==> src/rtl/exp7_exibe_sequencia_if.sv <==
// Control, RAM read port and display bus of the sequence-display engine.
// master = control unit / RAM / LED mux side, slave = the display engine.
interface exp7_exibe_sequencia_if;
  logic       iniciar;
  logic       cancela;
  logic [3:0] rodada;
  logic [3:0] mem_dado;
  logic [3:0] mem_endereco;
  logic [3:0] leds;
  logic       exibindo;
  logic       pronto;
  logic [2:0] db_estado;

  // Handshake: iniciar is a level sampled only while idle; cancela aborts in any
  // state and wins over everything; pronto pulses for one cycle after the last entry.
  modport master (
    output iniciar, cancela, rodada, mem_dado,
    input  mem_endereco, leds, exibindo, pronto, db_estado
  );

  modport slave (
    input  iniciar, cancela, rodada, mem_dado,
    output mem_endereco, leds, exibindo, pronto, db_estado
  );
endinterface

==> src/rtl/exp7_exibe_sequencia.sv <==
// Plays the stored game sequence from RAM address 0 through the captured round
// index on the LEDs: each entry lit ON_CYCLES, then blanked OFF_CYCLES.
module exp7_exibe_sequencia #(
  parameter int ON_CYCLES  = 2000,
  parameter int OFF_CYCLES = 500
) (
  input  logic                   clock,
  input  logic                   reset,
  exp7_exibe_sequencia_if.slave  bus
);

  localparam int TMAX = (ON_CYCLES > OFF_CYCLES) ? ON_CYCLES : OFF_CYCLES;
  localparam int TW   = (TMAX > 1) ? $clog2(TMAX) : 1;
  localparam logic [TW-1:0] ON_LAST  = TW'(ON_CYCLES - 1);
  localparam logic [TW-1:0] OFF_LAST = TW'(OFF_CYCLES - 1);

  typedef enum logic [2:0] {
    OCIOSO  = 3'd0,
    BUSCA   = 3'd1,
    ACESO   = 3'd2,
    APAGADO = 3'd3,
    FIM     = 3'd4
  } estado_t;

  estado_t       estado, estado_n;
  logic [3:0]    endereco, endereco_n;
  logic [3:0]    rodada_reg, rodada_reg_n;
  logic [3:0]    led_latch, led_latch_n;
  logic [TW-1:0] timer, timer_n;

  always_ff @(posedge clock or negedge reset) begin
    if (!reset) begin
      estado     <= OCIOSO;
      endereco   <= 4'd0;
      rodada_reg <= 4'd0;
      led_latch  <= 4'd0;
      timer      <= '0;
    end else begin
      estado     <= estado_n;
      endereco   <= endereco_n;
      rodada_reg <= rodada_reg_n;
      led_latch  <= led_latch_n;
      timer      <= timer_n;
    end
  end

  always_comb begin
    estado_n     = estado;
    endereco_n   = endereco;
    rodada_reg_n = rodada_reg;
    led_latch_n  = led_latch;
    timer_n      = timer;
    if (bus.cancela) begin
      estado_n    = OCIOSO;
      timer_n     = '0;
      led_latch_n = 4'd0;
    end else begin
      case (estado)
        OCIOSO: begin
          timer_n = '0;
          if (bus.iniciar) begin
            endereco_n   = 4'd0;
            rodada_reg_n = bus.rodada;
            estado_n     = BUSCA;
          end
        end
        BUSCA: begin
          led_latch_n = bus.mem_dado;
          timer_n     = '0;
          estado_n    = ACESO;
        end
        ACESO: begin
          if (timer == ON_LAST) begin
            timer_n  = '0;
            estado_n = APAGADO;
          end else begin
            timer_n = timer + 1'b1;
          end
        end
        APAGADO: begin
          if (timer == OFF_LAST) begin
            timer_n = '0;
            // Stop on the last entry rather than incrementing, so the address never wraps.
            if (endereco == rodada_reg) begin
              estado_n = FIM;
            end else begin
              endereco_n = endereco + 4'd1;
              estado_n   = BUSCA;
            end
          end else begin
            timer_n = timer + 1'b1;
          end
        end
        FIM: begin
          estado_n = OCIOSO;
        end
        default: begin
          estado_n = OCIOSO;
          timer_n  = '0;
        end
      endcase
    end
  end

  assign bus.mem_endereco = endereco;
  assign bus.leds         = (estado == ACESO) ? led_latch : 4'd0;
  assign bus.exibindo     = (estado != OCIOSO);
  assign bus.pronto       = (estado == FIM);
  assign bus.db_estado    = estado;

endmodule

==> src/flat_wrapper.sv <==
// flat-port wrapper written by rule: the top's interface ports become plain ports
module exp7_exibe_sequencia_flat 
#(
  parameter int ON_CYCLES  = 2000,
  parameter int OFF_CYCLES = 500
)
  (clock, reset, bus_iniciar, bus_cancela, bus_rodada, bus_mem_dado, bus_mem_endereco, bus_leds, bus_exibindo, bus_pronto, bus_db_estado);
  exp7_exibe_sequencia_if bus_i ();
  input  logic clock;
  input  logic reset;
  input wire logic [$bits(bus_i.iniciar)-1:0] bus_iniciar;
  input wire logic [$bits(bus_i.cancela)-1:0] bus_cancela;
  input wire logic [$bits(bus_i.rodada)-1:0] bus_rodada;
  input wire logic [$bits(bus_i.mem_dado)-1:0] bus_mem_dado;
  output wire logic [$bits(bus_i.mem_endereco)-1:0] bus_mem_endereco;
  output wire logic [$bits(bus_i.leds)-1:0] bus_leds;
  output wire logic [$bits(bus_i.exibindo)-1:0] bus_exibindo;
  output wire logic [$bits(bus_i.pronto)-1:0] bus_pronto;
  output wire logic [$bits(bus_i.db_estado)-1:0] bus_db_estado;
  assign bus_i.iniciar = bus_iniciar;
  assign bus_i.cancela = bus_cancela;
  assign bus_i.rodada = bus_rodada;
  assign bus_i.mem_dado = bus_mem_dado;
  assign bus_mem_endereco = bus_i.mem_endereco;
  assign bus_leds = bus_i.leds;
  assign bus_exibindo = bus_i.exibindo;
  assign bus_pronto = bus_i.pronto;
  assign bus_db_estado = bus_i.db_estado;
  exp7_exibe_sequencia #(.ON_CYCLES(ON_CYCLES), .OFF_CYCLES(OFF_CYCLES)) u_core (.clock(clock), .reset(reset), .bus(bus_i));
endmodule
==> config.mk <==
export PLATFORM = sky130hd
export DESIGN_NAME = exp7_exibe_sequencia_flat
export DESIGN_NICKNAME = d
export VERILOG_FILES = /design/src/rtl/exp7_exibe_sequencia_if.sv /design/src/rtl/exp7_exibe_sequencia.sv /design/src/flat_wrapper.sv
export SDC_FILE = /design/constraint.sdc
export NUM_CORES = 1
export LEC_CHECK = 0
export ABC_CLOCK_PERIOD_IN_PS = 2150
export BUFFER_PORTS_ARGS = -buffer_cell sky130_fd_sc_hd__buf_2
export CAP_MARGIN = 20
export CORE_UTILIZATION = 50
export DETAILED_ROUTE_END_ITERATION = 12
export GPL_ROUTABILITY_DRIVEN = 0
export MAX_ROUTING_LAYER = met4
export PLACE_DENSITY = 0.83
export RECOVER_POWER = 25
export SYNTH_ARGS = -nofsm -noshare
export SYNTH_HDL_FRONTEND = slang
export SYNTH_SLANG_ARGS = --single-unit
==> constraint.sdc <==
create_clock -name clock -period 2.15 [get_ports clock]
set_input_delay 0.43 -clock clock [delete_from_list [all_inputs] [get_ports clock]]
set_output_delay 0.43 -clock clock [all_outputs]
set_load 0.05 [all_outputs]
* After elaboration in Yosys (flattened, before gate mapping)
Cells that the tools add are included.
** Word-level totals
- Bits in registers :: 26
- Bits in latches :: 0
- Memory bits (writable) :: 0
- ROM bits :: 0
- Input bits :: 12
- Output and inout bits :: 13
- Logic and storage cells :: 46
- Memories kept :: 0
** Cells by class
- $add $sub $neg :: 2
- Multipliers :: 0
- Divide/modulo/power cells :: 0
- $lt $le $gt $ge :: 0
- Eq/ne operators :: 14
- Shift operators :: 0
- Muxes and demuxes :: 17
- Bitwise logic cells :: 1
- Reductions and logical operators :: 7
** Operators with widths (number)
- $mux 11 :: 3
- $pmux 11 s3 :: 1
- $mux 4 :: 6
- $mux 3 :: 5
- $pmux 3 s4 :: 1
- $add 11x1->11 const B :: 1
- $eq 11x11->1 const B :: 1
- $eq 11x9->1 const B :: 1
- $pmux 4 s2 :: 1
- $eq 3x2->1 const B :: 2
- $ne 2x2->1 const B :: 3
- $ne 3x2->1 const B :: 2
- $reduce_and 3->1 :: 2
- $reduce_and 5->1 :: 1
- $add 4x1->4 const B :: 1
- $eq 4x4->1 :: 1
- $reduce_bool 2->1 :: 2
- $eq 3x1->1 const B :: 1
- $eq 3x3->1 const B :: 1
- $logic_not 3->1 :: 1
- $ne 3x3->1 const B :: 1
- $reduce_bool 3->1 :: 1
- $ne 2x1->1 const B :: 1
- $not 1->1 :: 1

* Longest topological paths before layout
- Word-level depth :: 5
- Mapped depth :: 8
- Depth with buffers taken out :: 6

* Least setup slack after synthesis
Ideal clock, no wire load.
- Path type :: reg-to-reg
- Start point :: reg u_core.estado[1], in the netlist u_core.bus.db_estado[1]
- End point :: reg u_core.rodada_reg[0]
- Setup time :: 0.125 ns
- Data arrival time :: 2.370 ns
- Data required time :: 2.025 ns
- Path slack :: -0.345 ns
- Cell stages (with the launch flop) :: 8
- Buffers on the path :: 2
- Clock period less this slack :: 2.495 ns
- Cell sequence :: dfrtp_1 clkbuf_1 nor3_1 inv_1 o21bai_2 or2_2 clkbuf_2 mux2_2
** On the way
- Cells in the longest elaborated chain, start to end :: 2
** Ends and longest elaborated chain
- start, declared :: RTL line exp7_exibe_sequencia.sv:25 : estado_t estado, estado_n;
- start signal, assigned :: RTL line exp7_exibe_sequencia.sv:39 : estado <= estado_n;
- $logic_not 3->1 :: RTL line exp7_exibe_sequencia.sv:58 : case (estado)
- $reduce_and 3->1 (no line)
- end signal, assigned :: RTL line exp7_exibe_sequencia.sv:41 : rodada_reg <= rodada_reg_n;
- end, declared :: RTL line exp7_exibe_sequencia.sv:27 : logic [3:0] rodada_reg, rodada_reg_n;
No other way between the ends.
A chain may end at the register's enable or synchronous reset.

* Worst setup path after layout
- Start point :: reg u_core.timer[5]
- End point :: reg u_core.timer[1]
** On the way
- Cells in the longest elaborated chain, start to end :: 4
- Elaborated cells between the ends (all ways) :: 6
- Those cells by class :: eq/ne (2); mux (4)
** Ends and longest elaborated chain
- start, declared :: RTL line exp7_exibe_sequencia.sv:29 : logic [TW-1:0] timer, timer_n;
- start signal, assigned :: RTL line exp7_exibe_sequencia.sv:43 : timer <= timer_n;
- $eq 11x9->1 or $eq 11x11->1 (tied branches) :: RTL line exp7_exibe_sequencia.sv:81, exp7_exibe_sequencia.sv:73
- $mux 11, on equally long branches :: RTL line exp7_exibe_sequencia.sv:81, exp7_exibe_sequencia.sv:73
- $pmux 11 s3 * :: RTL line exp7_exibe_sequencia.sv:58
- $mux 11 * :: RTL line exp7_exibe_sequencia.sv:53 : if (bus.cancela) begin
Mark *: on every way between the ends. The rest lies on a longest branch, timed or not.

==> flow_summary.ini <==
[floorplanning]
core_um2 = 2810
dieArea_um2 = 3260
rows = 19
initial_core_util_pct = 54.1
die_x_um = 57.1
io_pins = 25
dieHeight_um = 57.1

[final_layout]
syn_to_final_growth_pct = 19.1
multiInputGateArea_um2 = 828
drive_gt1_share_pct = 31.4
largest_reg_flops = 11
post-route-util_pct = 64.5
nFillCells = 241
regMostFlops = u_core.timer
final_area_um2 = 1810
fin_nets = 206
seq_area_um2 = 654
n_antenna_cell = 0

[yosys]
yosysSeqAreaShare_pct = 42.8
synthTopCellsByCount = 26 x dfrtp_1, 14 x nand2_1, 14 x nand3_1
synth_edf_count = 0
dominantRegCellSynth = dfrtp_1
yosys.area.top_type = dfrtp_1
netlist_instances = 158
synth_top_area_share_pct = 42.8
yosysWarnings = 0
ys_ff_latch = 26
synth_area_leaders = dfrtp_1 43%, nand3_1 4.6%, nand2_1 3.5%, mux2i_1 3.3%, mux2_2 3.0%
synthArstFlopShare_pct = 100
postSynthAreaPerCell_um2 = 9.61
synth_most_common_cell = dfrtp_1
synth_area_um2 = 1520
ys_types = 48
synth_nets = 172

[status]
violations = DRC
outcome = finished with violations

[setup_path]
cp_num_cells = 6
startpoint = u_core.timer[5]
crit_chain = or3b_1 -> or4_4 -> a22o_1 -> buf_4 -> a22oi_1 -> nor2_1
r2r-start = u_core.timer[5]
end_kind = flop
ff2ff_path_depth = 6
cp.arrival_ns = 2.25
ff2ff_setup_slack_ns = 0.11
critPathMaxFanout = 11
cpMaxStageDelayCell = or4_4
critPathBufInv = 1
cp_top_family = simple AND/OR/NAND/NOR gates
crit_required_ns = 2.36
worstSetupPathType = flop to flop
r2r_end = u_core.timer[1]
max_stage_delay_ns = 0.49
cp-endpoint = u_core.timer[1]
cp-start-kind = flop

[drt]
via_per_inst = 6.04
drc = 6
drtAntennaViolNets = 0
num_vias = 1340
wl_per_cell_um = 15.6
drt_pass1_iterations = 8
drt_iter0_drc = 87
drt_wl_total_um = 3460

[placed_design]
port_buffers = 24
place_area_um2 = 1730
preCtsSetupSlack_ns = 0.0937
dp_hpwl_um = 2460

[clock_network]
htreeDepth = 1
cts_tree = done
clkTransAtPathRegs_ns = 0.15
cts_root_buffer = clkbuf_4
clk_latency_ns = 0.32
cts_hold_buffers = 0
ctsLongestPathBuffers = 2
cts_sinks = 26
cts_made_buffers = 3

[sta]
setup_viol = 0
tightest_slew_ns = 1.37
hold_violations = 0
layout_min_cycle_time_ns = 2.04
fin_crit_sh_pct = 94.9
skew_ns = 0.00609
setup_slack_ns = 0.111
relSlewSlack_pct = 8.34
fmax_mhz = 490
tns_ns = 0
drv_slew = 0

[min_path]
hold_class = input port to flop

[flow_run]
drv_cap = 0

[global_routing]
grtUsageTotal_pct = 23.1
grt_max_degree = 27
grt_pass1_wl_um = 5600
antenna_found_initial = 0
first_global_vias = 1248
overflow = 0

[power]
power_uw = 1650
p_per_area_nw_per_um2 = 910
peakVddDrop_uv = 493
power.leakage_uw = 0.000779
[stage by stage]
stage | cells | hold slack (ns)
4_1_cts | 220 | 0.0851
5_1_grt | 222 | 0.318
3_3_place_gp | 216 | 0.455
6_report | 222 | 0.333
3_5_place_dp | 216 | 0.457
2_1_floorplan | 158 | 0.134
[cells in the final DEF, fill, tap and decap left out, drive strengths merged, types with 4 or more instances in the layout]
master and instances:
a21oi 4, a31oi 6, and2 4, and3 4, buf 37, clkbuf 4
dfrtp 26, mux2 4, mux2i 5, nand2 14, nand3 14, nor2 9
nor3 4, nor3b 4, nor4 4, or3 5, xnor2 4
[area by class of cell]
class	count	area share, %
flip-flops and latches	26	36.2
clock buffers	3	1.24
clock inverters	1	1.66
repair buffers	38	12.4
multi-input cells	120	45.8
well taps	31	2.14
inverters	3	0.622
[worst min-delay path by stage]
stage,start,endpoint,slack (ns),cells after the start
floorplan,reset,u_core.bus.db_estado[0],0.13,0
global route,bus_rodada[0],u_core.rodada_reg[0],0.32,2
finish,bus_rodada[2],u_core.rodada_reg[2],0.33,2
detailed placement,reset,u_core.rodada_reg[1],0.46,1
CTS,reset,u_core.rodada_reg[1],0.09,1
global placement,reset,u_core.rodada_reg[3],0.45,1
[cell families (layout without fill, tap and decap cells)]
logic type	Yosys count	in the layout	synth area share, %
XOR/XNOR	4	4	2.31
AND/OR/NAND/NOR	79	79	30.4
flip-flops	26	26	42.8
adder cells (fa/ha/maj)	2	2	1.65
multiplexers	9	9	6.26
buffers and inverters	12	45	4.04
AO/OA/AOI/OAI	26	26	12.5
[routing by layer]
layer	up-vias	global-route usage [%]	part of all wire, %
met5	-	-	0
met4	0	9.06	1.5
met3	6	4.31	3.8
met2	37	38.0	51
met1	651	28.3	43
li1	646	-	-
[report_power, final]
part	total, uW	internal (uW)	switching [uW]	leakage [uW]
registers	668	575	93.6	0.000345
clock network	336	188	147	0.0000279
logic	642	249	393	0.000406
[repair_timing]
action,4_1_cts,5_1_grt
hold endpoints to repair,0,0
buffers inserted,0,2
endpoints found under the setup margin,0,3
resized for setup,0,2
(Power assumes the default switching activity.)
